## src/rtl/mc_ctrl_fsm.sv

```systemverilog
`default_nettype none
// ============================================================================
// Module   : mc_ctrl_fsm
// Purpose  : Sequencing controller for the 16-bit multicycle RISC datapath
//            (ADD/ADC/NDU/NDZ/LW/SW/BEQ/JAL). An explicit FSM
//            (FETCH/DECODE/EXEC/MEM/WB/TRAP) waits on the instruction and data
//            memory ready handshakes and traps on a memory timeout or an
//            illegal opcode. It owns the architectural carry/zero flags,
//            resolves the conditional ADC/NDZ writeback, and drives every
//            datapath strobe, mux select and ALU control.
// Options  : `define MC_CTRL_LWZ_FLAG_EN makes LW update zero_flag in WB with
//            the zero test of the loaded data (alu_zero sampled in MEM when
//            dmem_ready arrives). Undefined: LW leaves both flags alone.
// Revision : 1.0 - initial release
// ============================================================================
module mc_ctrl_fsm #(
  parameter int MEM_TIMEOUT = 16   // max ready wait cycles, legal 1..255
) (
  input  logic        clk,
  input  logic        reset,
  input  logic [15:0] instr,
  input  logic        alu_zero,
  input  logic        alu_carry,
  input  logic        imem_ready,
  input  logic        dmem_ready,
  output logic        imem_req,
  output logic        dmem_req,
  output logic        dmem_we,
  output logic        ir_we,
  output logic        pc_we,
  output logic        pcsrc,
  output logic        jal,
  output logic        alusrc,
  output logic [1:0]  alucontrol,
  output logic        regdst,
  output logic        memtoreg,
  output logic        rf_we,
  output logic        carry_flag,
  output logic        zero_flag,
  output logic [2:0]  state,
  output logic        trap,
  output logic [1:0]  trap_cause,
  output logic [15:0] instret
);

  // --------------------------------------------------------------------------
  // Encodings
  // --------------------------------------------------------------------------
  localparam logic [2:0] S_FETCH  = 3'd0;
  localparam logic [2:0] S_DECODE = 3'd1;
  localparam logic [2:0] S_EXEC   = 3'd2;
  localparam logic [2:0] S_MEM    = 3'd3;
  localparam logic [2:0] S_WB     = 3'd4;
  localparam logic [2:0] S_TRAP   = 3'd7;

  localparam logic [3:0] OP_ADD = 4'b0000;  // ADD / ADC / ADZ family
  localparam logic [3:0] OP_NDU = 4'b0010;  // NDU / NDC / NDZ family
  localparam logic [3:0] OP_LW  = 4'b1010;
  localparam logic [3:0] OP_SW  = 4'b1001;
  localparam logic [3:0] OP_BEQ = 4'b1011;
  localparam logic [3:0] OP_JAL = 4'b1101;

  localparam logic [1:0] ALU_ADD  = 2'b00;
  localparam logic [1:0] ALU_SUB  = 2'b01;
  localparam logic [1:0] ALU_NAND = 2'b10;

  localparam logic [1:0] CAUSE_NONE    = 2'b00;
  localparam logic [1:0] CAUSE_IMEM_TO = 2'b01;
  localparam logic [1:0] CAUSE_ILLEGAL = 2'b10;
  localparam logic [1:0] CAUSE_DMEM_TO = 2'b11;

  // The wait counter starts at 0 on entry, so the last allowed wait cycle is
  // the one where it reads MEM_TIMEOUT-1.
  localparam logic [7:0] WAIT_LAST = 8'(MEM_TIMEOUT - 1);

  // --------------------------------------------------------------------------
  // Instruction decode (instr is stable from DECODE until retirement)
  // --------------------------------------------------------------------------
  logic [3:0] opcode;
  logic [1:0] cz_bits;
  logic       is_add, is_ndu, is_lw, is_sw, is_beq, is_jal;
  logic       is_legal, is_adc, is_ndz;
  logic       unused_instr_bits;

  assign opcode   = instr[15:12];
  assign cz_bits  = instr[1:0];
  assign is_add   = (opcode == OP_ADD);
  assign is_ndu   = (opcode == OP_NDU);
  assign is_lw    = (opcode == OP_LW);
  assign is_sw    = (opcode == OP_SW);
  assign is_beq   = (opcode == OP_BEQ);
  assign is_jal   = (opcode == OP_JAL);
  assign is_legal = is_add | is_ndu | is_lw | is_sw | is_beq | is_jal;
  assign is_adc   = is_add & (cz_bits == 2'b10);
  assign is_ndz   = is_ndu & (cz_bits == 2'b01);

  // Register fields and immediates are consumed by the datapath only.
  assign unused_instr_bits = ^instr[11:2];

  // --------------------------------------------------------------------------
  // Internal state
  // --------------------------------------------------------------------------
  logic [2:0] state_next;
  logic [1:0] cause_next;
  logic [7:0] wait_cnt;
  logic       wait_expired;
  logic       commit;
  logic       sel_active;

  assign wait_expired = (wait_cnt == WAIT_LAST);
  assign trap         = (state == S_TRAP);

  // Selects are meaningful from DECODE through the retiring state.
  assign sel_active = (state == S_DECODE) || (state == S_EXEC) ||
                      (state == S_MEM)    || (state == S_WB);

  // State register.
  always_ff @(posedge clk) begin
    if (reset) begin
      state <= S_FETCH;
    end else begin
      state <= state_next;
    end
  end

  // Next-state logic, including the trap cause to record on TRAP entry.
  always_comb begin
    state_next = state;
    cause_next = CAUSE_NONE;
    case (state)
      S_FETCH: begin
        if (imem_ready) begin
          state_next = S_DECODE;
        end else if (wait_expired) begin
          state_next = S_TRAP;
          cause_next = CAUSE_IMEM_TO;
        end
      end
      S_DECODE: begin
        if (!is_legal) begin
          state_next = S_TRAP;
          cause_next = CAUSE_ILLEGAL;
        end else if (is_jal) begin
          state_next = S_WB;
        end else begin
          state_next = S_EXEC;
        end
      end
      S_EXEC: begin
        if (is_beq) begin
          state_next = S_FETCH;
        end else if (is_lw || is_sw) begin
          state_next = S_MEM;
        end else begin
          state_next = S_WB;
        end
      end
      S_MEM: begin
        if (dmem_ready) begin
          state_next = is_sw ? S_FETCH : S_WB;
        end else if (wait_expired) begin
          state_next = S_TRAP;
          cause_next = CAUSE_DMEM_TO;
        end
      end
      S_WB: begin
        state_next = S_FETCH;
      end
      S_TRAP: begin
        state_next = S_TRAP;
      end
      default: begin
        // Unused encodings recover to a clean fetch.
        state_next = S_FETCH;
      end
    endcase
  end

  // Output decode: strobes from state and live inputs, selects from instr.
  always_comb begin
    imem_req   = 1'b0;
    dmem_req   = 1'b0;
    dmem_we    = 1'b0;
    ir_we      = 1'b0;
    pc_we      = 1'b0;
    rf_we      = 1'b0;
    pcsrc      = 1'b0;
    jal        = 1'b0;
    alusrc     = 1'b0;
    alucontrol = ALU_ADD;
    regdst     = 1'b0;
    memtoreg   = 1'b0;

    case (state)
      S_FETCH: begin
        imem_req = 1'b1;
        ir_we    = imem_ready;
      end
      S_EXEC: begin
        if (is_beq) begin
          pc_we = 1'b1;
          pcsrc = alu_zero;
        end
      end
      S_MEM: begin
        dmem_req = 1'b1;
        dmem_we  = is_sw;
        pc_we    = is_sw & dmem_ready;
      end
      S_WB: begin
        pc_we = 1'b1;
        rf_we = commit;
      end
      default: begin
      end
    endcase

    if (sel_active) begin
      alusrc   = is_lw | is_sw;
      regdst   = is_add | is_ndu;
      memtoreg = is_lw;
      jal      = is_jal;
      if (is_jal) begin
        pcsrc = 1'b1;
      end
      if (is_ndu) begin
        alucontrol = ALU_NAND;
      end else if (is_beq) begin
        alucontrol = ALU_SUB;
      end
    end

    // A reset cycle cancels every side effect, including a pending access.
    if (reset) begin
      imem_req = 1'b0;
      dmem_req = 1'b0;
      dmem_we  = 1'b0;
      ir_we    = 1'b0;
      pc_we    = 1'b0;
      rf_we    = 1'b0;
    end
  end

  // Ready-wait counter: saturating, restarts whenever the state changes.
  always_ff @(posedge clk) begin
    if (reset) begin
      wait_cnt <= 8'd0;
    end else if (state_next != state) begin
      wait_cnt <= 8'd0;
    end else if (wait_cnt != 8'hFF) begin
      wait_cnt <= wait_cnt + 8'd1;
    end
  end

  // Trap cause captures only the first entry into TRAP.
  always_ff @(posedge clk) begin
    if (reset) begin
      trap_cause <= CAUSE_NONE;
    end else if ((state != S_TRAP) && (state_next == S_TRAP)) begin
      trap_cause <= cause_next;
    end
  end

  // Commit bit: ADC needs carry set, NDZ needs zero set; all else commits.
  always_ff @(posedge clk) begin
    if (reset) begin
      commit <= 1'b0;
    end else if (state == S_DECODE) begin
      commit <= !((is_adc && !carry_flag) || (is_ndz && !zero_flag));
    end
  end

`ifdef MC_CTRL_LWZ_FLAG_EN
  logic lw_zero;

  // Zero test of the loaded word, taken from the ALU as the data arrives.
  always_ff @(posedge clk) begin
    if (reset) begin
      lw_zero <= 1'b0;
    end else if ((state == S_MEM) && is_lw && dmem_ready) begin
      lw_zero <= alu_zero;
    end
  end
`endif

  // Architectural flags: updated by committed ALU results (and optionally LW).
  always_ff @(posedge clk) begin
    if (reset) begin
      carry_flag <= 1'b0;
      zero_flag  <= 1'b0;
    end else if ((state == S_EXEC) && commit) begin
      if (is_add) begin
        carry_flag <= alu_carry;
        zero_flag  <= alu_zero;
      end else if (is_ndu) begin
        zero_flag  <= alu_zero;
      end
    end
`ifdef MC_CTRL_LWZ_FLAG_EN
    else if ((state == S_WB) && is_lw) begin
      zero_flag <= lw_zero;
    end
`endif
  end

  // Retired-instruction counter: every PC update is one retirement.
  always_ff @(posedge clk) begin
    if (reset) begin
      instret <= 16'd0;
    end else if (pc_we) begin
      instret <= instret + 16'd1;
    end
  end

endmodule
`default_nettype wire

```

## config.mk

```make
export PLATFORM = sky130hd
export DESIGN_NAME = mc_ctrl_fsm
export DESIGN_NICKNAME = d
export VERILOG_FILES = /design/src/rtl/mc_ctrl_fsm.sv
export SDC_FILE = /design/constraint.sdc
export NUM_CORES = 1
export LEC_CHECK = 0
export ABC_CLOCK_PERIOD_IN_PS = 2400
export BUFFER_PORTS_ARGS = -buffer_cell sky130_fd_sc_hd__clkbuf_2
export CAP_MARGIN = 20
export CORE_UTILIZATION = 42
export CTS_CLUSTER_DIAMETER = 150
export DETAILED_ROUTE_END_ITERATION = 8
export GPL_ROUTABILITY_DRIVEN = 0
export PLACE_DENSITY = 0.7
export SYNTH_ARGS = -nofsm -noshare
export SYNTH_HDL_FRONTEND = slang
export SYNTH_SLANG_ARGS = --single-unit
export TNS_END_PERCENT = 30
```

## constraint.sdc

```tcl
create_clock -name clk -period 2.4 [get_ports clk]
set_input_delay 0.24 -clock clk [delete_from_list [all_inputs] [get_ports clk]]
set_output_delay 0.24 -clock clk [all_outputs]
set_load 0.02 [all_outputs]
```

### Word level (Yosys, flattened, before mapping)

Index checks and enable logic that the tools add are counted.

| word-level totals | value |
|---|---|
| register bits | 32 |
| input port bits | 22 |
| output and inout port bits | 37 |
| word-level logic and storage cells | 94 |

| operators by class | value |
|---|---|
| add/sub/neg operators | 2 |
| eq/ne operators | 17 |
| multiplexer cells | 41 |
| bitwise gates (word level) | 9 |
| reductions and logical operators | 18 |

Operators by type and width:

| cell | count |
|---|---|
| $mux W1 | 25 |
| $mux W3 | 8 |
| $add A16 B1 Y16 const B | 1 |
| $eq A4 B4 Y1 const B | 4 |
| $pmux W3 S5 | 1 |
| $mux W2 | 5 |
| $eq A3 B3 Y1 const B | 3 |
| $add A8 B1 Y8 const B | 1 |
| $eq A8 B4 Y1 const B | 1 |
| $ne A8 B8 Y1 const B | 1 |
| $eq A3 B2 Y1 const B | 2 |
| $or A1 B1 Y1 | 6 |
| $pmux W2 S3 | 1 |
| $logic_or A1 B1 Y1 | 5 |
| $eq A4 B2 Y1 const B | 1 |
| $logic_and A1 B1 Y1 | 4 |
| $logic_not A4 Y1 | 1 |
| $reduce_and A2 Y1 | 2 |
| $and A1 B1 Y1 | 3 |
| $eq A3 B1 Y1 const B | 1 |
| $logic_not A1 Y1 | 3 |
| $logic_not A3 Y1 | 1 |
| $ne A3 B3 Y1 | 1 |
| $ne A3 B3 Y1 const B | 1 |
| 5 further kinds | 5 |

### Longest topological paths before layout

| logic depth | value |
|---|---|
| depth after elaboration | 10 |
| gate-level depth with buffers | 7 |
| gate-level depth less buffers | 6 |

### Least setup slack after synthesis

OpenSTA, ideal clock, no wires.

| timing path | value |
|---|---|
| path kind | register to register |
| from | register state[0] |
| to | register instret[11] |
| setup time | 0.128 ns |
| data arrival time | 1.687 ns |
| data required time | 2.272 ns |
| path slack | 0.585 ns |
| cell stages (with the launch flop) | 8 |
| buffers on the path | 2 |
| period minus slack after synthesis | 1.815 ns |
| cell sequence | dfxtp_1 buf_6 and4bb_4 nand3_4 buf_6 a211oi_1 xnor2_1 nor2_1 |

| between the ends | value |
|---|---|
| longest elaborated chain between the ends | 3 |
| elaborated cells between the ends (all ways) | 5 |
| those cells by class | eq/ne: 3; mux: 2 |

RTL lines:

| item | line | source |
|---|---|---|
| from (decl) | 40 | `output logic [2:0] state,` |
| from (signal assigned) | 122 | `state <= state_next;` |
| $eq A3 B3 Y1 / $eq A3 B2 Y1 (equally long branches) | 194 | `case (state)` |
| $pmux W1 S3 (*) | 194 |  |
| $mux W1 (*) | 234 | `if (reset) begin` |
| to (signal assigned) | 311 | `instret <= instret + 16'd1;` |
| to (decl) | 43 | `output logic [15:0] instret` |

Mark *: on every way between the ends. The rest lies on a longest branch, timed or not.
A chain may end at the register's enable or synchronous reset.

### Worst setup path in the final report

| timing path | value |
|---|---|
| from | register state[2] |
| to | output pcsrc |

| between the ends | value |
|---|---|
| longest elaborated chain between the ends | 5 |
| elaborated cells between the ends (all ways) | 10 |
| those cells by class | eq/ne: 4; mux: 3; reduce/logical: 3 |

RTL lines:

| item | line | source |
|---|---|---|
| $eq A3 B1 Y1 / $eq A3 B2 Y1 (equally long branches) | 114, 194 |  |
| $logic_or A1 B1 Y1 (2 in a row) | 114 | `assign sel_active = (state == S_DECODE) \|\| (state == S_EXEC) \|\|` |
| $logic_or A1 B1 Y1 | 115 | `(state == S_MEM) \|\| (state == S_WB);` |
| $mux W1 (*) | 218 | `if (sel_active) begin` |
| to (decl) | 31 | `output logic pcsrc,` |

Marks and branches as above.

==> metrics <==
status=finished with violations; failing checks=DRC; PD cells=592 nW/µm²; setup repair bufs after CTS=0; Internal Power=0.946 mW; clock power share=30.5%; core box area=4720 µm²; net load switching power=0.490 mW; Synth Register Bits=32; max_cap viols=0; total wire length=4860 µm; mean cell area of the mapped netlist=8.62 µm²; Unique masters post-synth=61; Final setup viols=0; vias in the first global route=1698; port bufs=48; TNS Setup=0 ns; Async SR Flop Fraction=0%; Net Count, Synth=264; Seq/Total Area, Yosys=31.0%; initial antenna violation count=0; Die Height=72.2 µm; CTS Hold Bufs=0; Peak VDD IR=0.294 mV; slew of the pin with the lowest slew margin=0.555 ns; Post-DP HPWL=3580 µm; clock latency on the worst-skew pair=0.29 ns; initial core utilization=43.8%; total grt overflow=0; Final Hold Slack=0.165 ns; sequential share of power=41.4%; Req. time, crit path=2.16 ns; filler cell count in the final layout=442; CTS tree=yes; Syn-to-layout area delta=17.1%; Tcrit/Tclk final=90.1%; Pre-antenna DRT Iters=6; Routed Antenna Nets=0; Slew headroom=63.0%; most common cell after layout, fill and taps aside=clkbuf_2; antenna cells=0; total track usage=19.6%; Vias/cell=5.50; area occupied by registers=641 µm²; Die Wd=72.2 µm; CP Launch Type=register; CP endpoint kind=primary output; Synth Warn #=0; Post-synth EDFFs=0; total vias in the final route=1962; Post-Syn Area=2070 µm²; DR iter-0 viols=151; Sink Count=32; CTS Root Cell=clkbuf_8; DRC=1; pre-CTS setup slack=0.422 ns; Clock Path Buffers=2; Max H-tree Level=2; setup ws final=0.237 ns; Switching Fraction=34.1%; DIE AREA=5210 µm²; largest net degree at the start of global routing=16; area of the multi-input gates=1290 µm²; Cells after Synth=240; Comb pwr share=28.1%; I/O pins=59; critical setup path kind=register to primary output; FP Rows=25; layout cells sized above 1=27.9%; Final Hold Vio Count=0; Tmin final=2.16 ns; layout net count=313; CP Data Arrival Time=1.92 ns; first-pass GRT wire length=8050 µm; worst hold path type=input pin to register; Clock Skew=0.00886 ns; fin. max-slew vios=0; Synth Flop Type=dfxtp_1; drt wl/cell=13.6 µm; FMAX=0.462 GHz; Post-CTS Resized=0; clock slew seen by the registers of the worst setup and hold paths=0.07 ns; static leakage=0.912 nW; RSZ-0062 raised after global routing=no; most frequent cells in the layout=clkbuf_2, dfxtp_1, nor2_1, nand2_1, xnor2_1; Max FO, Critical Path=14; cts bufs inserted=5
## final timing paths
check                          start                  endpoint  slack [ns]  depth (start not counted)
min reg2reg  carry_flag$_SDFFE_PP0P_   carry_flag$_SDFFE_PP0P_        0.50                          2
min                        alu_carry   carry_flag$_SDFFE_PP0P_        0.16                          3
max              state[2]$_SDFF_PP0_                     pcsrc        0.24                          6
max reg2reg      state[2]$_SDFF_PP0_  wait_cnt[4]$_SDFFE_PP0P_        0.41                          6
## worst max-delay path, stage by stage, from the launching register on
cell and delay, ns:
dfxtp_1 0.40, buf_4 0.22, or3_1 0.42, nand2_1 0.16
nor2_1 0.08, a31o_2 0.21, clkbuf_2 0.15
## final cells by class
class                      instances  area share [%]
multi-input combinational        188            53.2
sequential                        32            26.4
timing repair buffer              54            11.8
clock buffer                       7            3.56
tap                               67            3.46
inverter                           8            1.24
clock inverter                     1           0.310
## through the flow
stage | util, % | instance area (µm²) | instances | power [mW]
floorplan | - | 2070 | 240 | 0.917
global placement | 49.3 | 2330 | 349 | 1.00
detailed placement | 49.3 | 2330 | 349 | 1.01
CTS | 51.3 | 2420 | 357 | 1.45
global route | 51.3 | 2420 | 357 | 1.52
finish | 51.3 | 2420 | 357 | 1.44
## cells by family after synthesis
kind of cell	synth area share, %
simple gates	30.4
compound gates	21.2
flops	31.0
buf+inv	6.71
xor+xnor	7.19
mux	2.42
fa+ha+maj	1.21
## routing by layer
metal	global-route usage [%]	part of all wire (%)	vias up
li1	-	-	983
met1	26.8	49	922
met2	30.1	45	50
met3	3.75	4.0	7
met4	8.06	1.3	0
met5	0	0	-
## cell usage after synthesis (2+ instances only)
master / instances / area share (%)
a2111oi_2: 3 / 2.2
a211oi_1: 4 / 1.5
a211oi_2: 2 / 1.2
a21oi_1: 11 / 2.7
a31oi_1: 3 / 0.91
and2_1: 4 / 1.2
and3_1: 5 / 1.5
and4_1: 2 / 0.85
buf_6: 4 / 2.2
clkbuf_1: 4 / 0.73
clkbuf_8: 3 / 2.0
dfxtp_1: 32 / 31
ha_1: 2 / 1.2
inv_1: 8 / 1.5
mux2i_1: 5 / 2.4
nand2_1: 17 / 3.1
nand3_1: 16 / 3.9
nand4_1: 3 / 0.91
nand4b_1: 3 / 1.3
nor2_1: 30 / 5.4
nor3_1: 10 / 2.4
nor3b_1: 2 / 0.73
nor4_1: 2 / 0.60
o21ai_0: 10 / 2.4
o41ai_1: 2 / 0.85
or3_1: 2 / 0.60
xnor2_1: 17 / 7.2
## flip-flops by register name, indices dropped and copies added (netlist names)
signal	count
carry_flag	1
commit	1
instret	16
state	3
trap_cause	2
wait_cnt	8
zero_flag	1
## power groups by stage
stage / sequential, mW / clock (mW) / combinational [mW]
after global placement: 0.605 / 0 / 0.396
after floorplan: 0.610 / 0 / 0.306
after CTS: 0.594 / 0.447 / 0.404
after detailed placement: 0.606 / 0 / 0.403
after global routing: 0.599 / 0.474 / 0.447
final: 0.594 / 0.438 / 0.404
Note: power is estimated with default switching activity, not from simulation.
